$ cat config.mk
export PLATFORM = sky130hd
export DESIGN_NAME = seg7_scan_decoder
export DESIGN_NICKNAME = d
export VERILOG_FILES = /design/src/rtl/seg7_scan_decoder.sv
export SDC_FILE = /design/constraint.sdc
export NUM_CORES = 1
export LEC_CHECK = 0
export ABC_AREA = 1
export CORE_ASPECT_RATIO = 1.1
export CORE_UTILIZATION = 57
export CTS_CLUSTER_SIZE = 30
export DETAILED_ROUTE_END_ITERATION = 12
export PLACE_DENSITY_LB_ADDON = 0.2
export SLEW_MARGIN = 20
export SYNTH_ARGS = -nofsm -noshare
export SYNTH_HDL_FRONTEND = slang
export SYNTH_SLANG_ARGS = --single-unit
$ cat constraint.sdc
create_clock -name clk -period 3.1 [get_ports clk]
set_input_delay 0.31 -clock clk [delete_from_list [all_inputs] [get_ports clk]]
set_output_delay 0.31 -clock clk [all_outputs]
set_load 0.01 [all_outputs]
$ cat src/rtl/seg7_scan_decoder.sv
// rtl/seg7_scan_decoder.sv - recovers hex digits from a multiplexed 7-segment bus
// Optional: define SEG7_SCAN_ACTIVE_LOW_SEG_EN for active-low (common-anode) segment lines.
module seg7_scan_decoder #(
    parameter int NUM_DIGITS    = 4,
    parameter int STABLE_CYCLES = 8
) (
    input  logic                    clk,
    input  logic                    rst_n,
    input  logic [6:0]              seg_in,
    input  logic [NUM_DIGITS-1:0]   an_in,
    output logic [4*NUM_DIGITS-1:0] hex_out,
    output logic                    frame_valid,
    output logic                    err
);

    localparam int CW = $clog2(STABLE_CYCLES + 1);

    typedef enum logic [1:0] {IDLE, COUNT, HOLD} state_t;

    state_t                  state, state_d;
    logic [6:0]              seg_m, seg_q, s_seg, ref_seg;
    logic [NUM_DIGITS-1:0]   an_m, an_q, s_an, ref_an, mask;
    logic [4*NUM_DIGITS-1:0] shadow;
    logic [CW-1:0]           cnt;
    logic                    same, one_low, load, inc, accept;
    logic [4:0]              dec;

    function automatic logic [4:0] decode(input logic [6:0] s);
        case (s)
            7'h3F: decode = 5'h10;  7'h06: decode = 5'h11;
            7'h5B: decode = 5'h12;  7'h4F: decode = 5'h13;
            7'h66: decode = 5'h14;  7'h6D: decode = 5'h15;
            7'h7D: decode = 5'h16;  7'h07: decode = 5'h17;
            7'h7F: decode = 5'h18;  7'h6F: decode = 5'h19;
            7'h77: decode = 5'h1A;  7'h7C: decode = 5'h1B;
            7'h39: decode = 5'h1C;  7'h5E: decode = 5'h1D;
            7'h79: decode = 5'h1E;  7'h71: decode = 5'h1F;
            default: decode = 5'h00;
        endcase
    endfunction

    always_ff @(posedge clk or negedge rst_n) begin
        if (!rst_n) begin
            seg_m <= '0;
            seg_q <= '0;
            an_m  <= '0;
            an_q  <= '0;
        end else begin
            seg_m <= seg_in;
            seg_q <= seg_m;
            an_m  <= an_in;
            an_q  <= an_m;
        end
    end

`ifdef SEG7_SCAN_ACTIVE_LOW_SEG_EN
    assign s_seg = ~seg_q;
`else
    assign s_seg = seg_q;
`endif
    assign s_an    = an_q;
    assign one_low = $onehot(~s_an);
    assign same    = (s_seg == ref_seg) && (s_an == ref_an);
    assign dec     = decode(ref_seg);

    // A changed sample is itself the first sample of the next dwell, so a
    // digit-to-digit transition costs no extra cycle through IDLE.
    always_comb begin
        state_d = state;
        load    = 1'b0;
        inc     = 1'b0;
        accept  = 1'b0;
        case (state)
            IDLE: begin
                if (one_low) begin
                    load    = 1'b1;
                    state_d = COUNT;
                end
            end
            COUNT: begin
                if (!same) begin
                    load    = one_low;
                    state_d = one_low ? COUNT : IDLE;
                end else if (cnt >= CW'(STABLE_CYCLES - 1)) begin
                    accept  = 1'b1;
                    state_d = HOLD;
                end else begin
                    inc = 1'b1;
                end
            end
            HOLD: begin
                if (!same) begin
                    load    = one_low;
                    state_d = one_low ? COUNT : IDLE;
                end
            end
            default: state_d = IDLE;
        endcase
    end

    always_ff @(posedge clk or negedge rst_n) begin
        if (!rst_n) state <= IDLE;
        else        state <= state_d;
    end

    always_ff @(posedge clk or negedge rst_n) begin
        if (!rst_n) begin
            ref_seg     <= '0;
            ref_an      <= '1;
            cnt         <= '0;
            shadow      <= '0;
            mask        <= '0;
            hex_out     <= '0;
            frame_valid <= 1'b0;
            err         <= 1'b0;
        end else begin
            if (load) begin
                ref_seg <= s_seg;
                ref_an  <= s_an;
                cnt     <= CW'(1);
            end else if (inc) begin
                cnt <= cnt + CW'(1);
            end else if (state_d == IDLE) begin
                cnt <= '0;
            end

            err <= accept && !dec[4];

            if (&mask) begin
                hex_out     <= shadow;
                frame_valid <= 1'b1;
                mask        <= '0;
            end else begin
                frame_valid <= 1'b0;
                if (accept && dec[4]) begin
                    for (int i = 0; i < NUM_DIGITS; i++) begin
                        if (!ref_an[i]) begin
                            shadow[4*i +: 4] <= dec[3:0];
                            mask[i]          <= 1'b1;
                        end
                    end
                end
            end
        end
    end

endmodule
==> out/summary.txt <==
Post-Syn Area: 3440 sq um
DRT iter0 DRCs: 133
final setup violation count: 0
WS Path Type: flip-flop to flip-flop
drt via density: 5.14
RSZ-0062 raised after global routing: false
Worst Path Required: 3.35 ns
CTS root buf: clkbuf_8
Met1 Routed Length: 2640 um
total core area: 5810 sq um
fin cells: 466
CTS Buffer Depth: 2
Final Cycle Share: 86.4%
Pwr Total: 2540 uW
# rows: 29
CTS Hold Buffers Added: 0
Leak: 0.00200 uW
synthesis-stage register bit count: 77
MaxCap Viol Count: 0
Worst Hold Class: input pin to asynchronous set/reset pin
WP data arrival: 2.92 ns
post-layout util: 68.9%
CTS tree: built
layout cells sized above 1: 15.7%
antenna violations before repair: 0
Fillers: 439
Routed wire per std cell: 12.0 um
commonest cells after routing, fill and taps aside: 95 x nand2_1, 73 x dfrtp_1, 33 x inv_1
Worst-Margin Slew: 0.910 ns
HPWL Detailed: 4010 um
Clock Skew: 0.00673 ns
H-tree lvl count: 3
pin count of the biggest net entering global routing: 78
# IOs: 31
Cells after DPL: 450
sequential share of the synthesized area: 56.1%
FMAX: 374 MHz
vias in the first global route: 2225
TritonCTS buffer count: 9
Power Dens Cells: 634 nW/um^2
Net Count, Synth: 370
status: finished, final reports clean
Synth Warn #: 0
maximum vdd drop: 0.443 mV
vias: 2395
post-CTS resize count: 0
Min Clock Period, post-route: 2.68 ns
global-route wire length before repair: 9860 um
syn_area_per_cell: 9.86 sq um
Hold Fails Final Rpt: 0
Area Overhead vs Synth: 16.2%
gp weighted congestion: 0.864
DIE WIDTH: 76.1 um
Initial Util: 59.3%
Worst R2R Setup Slack: 0.42 ns
antenna-violating nets left: 0
crit path capture type: flip-flop
CP Launch Type: flip-flop
GRT Residual Overflow: 0
distinct cell type count after synthesis: 36
clock sinks: 77
met2 WL: 2650 um
Die Span Y: 83.5 um
Max Used Layer: met4
final WL: 5580 um
n_diodes: 0
relative slew slack: 39.3%
IO Port Bufs: 30
DR pass1 iterations: 5
worst-path fanout max: 17
full die area: 6350 sq um
commonest non-fill, non-tap cell in the layout: nand2_1
fin nets: 405
setup repair bufs after CTS: 0
DR WL met3: 195 um
clk slew on worst S/H paths: 0.08 ns
Worst-Skew Late Latency: 0.35 ns
All-Layer GR Usage: 19.9%
# DRC: 0
pins over their slew limit: 0
Sum Neg Setup Slack: 0 ns
synthesized instance count: 349
## final cells by class
cell class	instances	area (sq um)	share of cell area (%)
clock inverters	6	62.6	1.56
clock buffers	10	138	3.44
well taps	77	96.3	2.41
inverters	44	165	4.13
flip-flops and latches	77	1930	48.3
multi-input cells	221	1300	32.5
repair buffers	31	305	7.63
## where the power goes
part	switching (uW)	total, uW	internal (uW)
sequential	116	1230	1120
clock	354	744	390
combinational	387	559	173
total	857	2540	1680
## cell usage after synthesis (all sizes together)
cell,count,area share [%]
ha,7,2.5
dfrtp,73,53
nor3,7,1.5
fa,1,0.58
nor2,16,2.7
o211ai,2,0.44
inv,44,4.8
mux2,16,5.2
nand3b,1,0.22
o21ai,22,3.2
nand3,20,3.9
and3,1,0.18
nor4,1,0.62
buf,7,1.3
nand2,98,11
dfstp,4,3.1
a21oi,4,0.58
nand4,19,3.9
o21bai,1,0.22
o31ai,1,0.22
xnor2,3,0.76
nor3b,1,0.22
## sequential cells by signal (all words and copies together), names as in the netlist
signal       flops
hex_out         16
shadow          16
ref_seg          7
s_seg            7
seg_m            7
an_m             4
an_q             4
cnt              4
mask             4
ref_an           4
state            2
err              1
frame_valid      1
## worst paths after layout
path	startpoint	end	depth (start not counted)
max	an_q[0]	cnt[2]	12
min	rst_n	frame_valid	1
max reg2reg	an_q[0]	cnt[2]	12
min reg2reg	seg_m[6]	s_seg[6]	0
max in group asynchronous	rst_n	an_q[3]	1
min in group clk	seg_m[6]	s_seg[6]	0
## routing by layer
metal  vias up  global-route usage (%)
li1       1207                       -
met1      1132                    26.2
met2        48                    31.2
met3         8                    4.59
met4         0                    9.97
met5         -                       0
## cells by family after synthesis
group                    count (synthesis)  share of synthesized area (%)
multiplexers                            16                           5.23
adder cells (fa/ha/maj)                  8                           3.13
flip-flops                              77                           56.1
buffers and inverters                   51                           6.07
AO/OA/AOI/OAI                           30                           4.65
XOR/XNOR                                 3                          0.763
AND/OR/NAND/NOR                        164                           24.0
## through the flow
step / cell area [sq um] / setup slack, ns / hold slack, ns
finish: 4000 / 0.423 / 0.0987
global route: 4000 / 0.245 / 0.189
CTS: 4000 / 0.414 / 0.129
detailed placement: 3800 / 0.405 / 0.336
global placement: 3800 / 0.463 / 0.331
floorplan: 3440 / 0.697 / 0.0144
## critical path, cell delays in order, from the launching register on
cell     delay [ns]
dfrtp_1        0.41
fa_1           0.54
inv_1          0.04
ha_1           0.17
ha_1           0.27
nor3b_1        0.36
nand2_1        0.12
nand2_1        0.12
nand2_2        0.18
inv_2          0.18
nor2_2         0.07
o21ai_1        0.07
nand2_1        0.06
(Power assumes the default switching activity.)
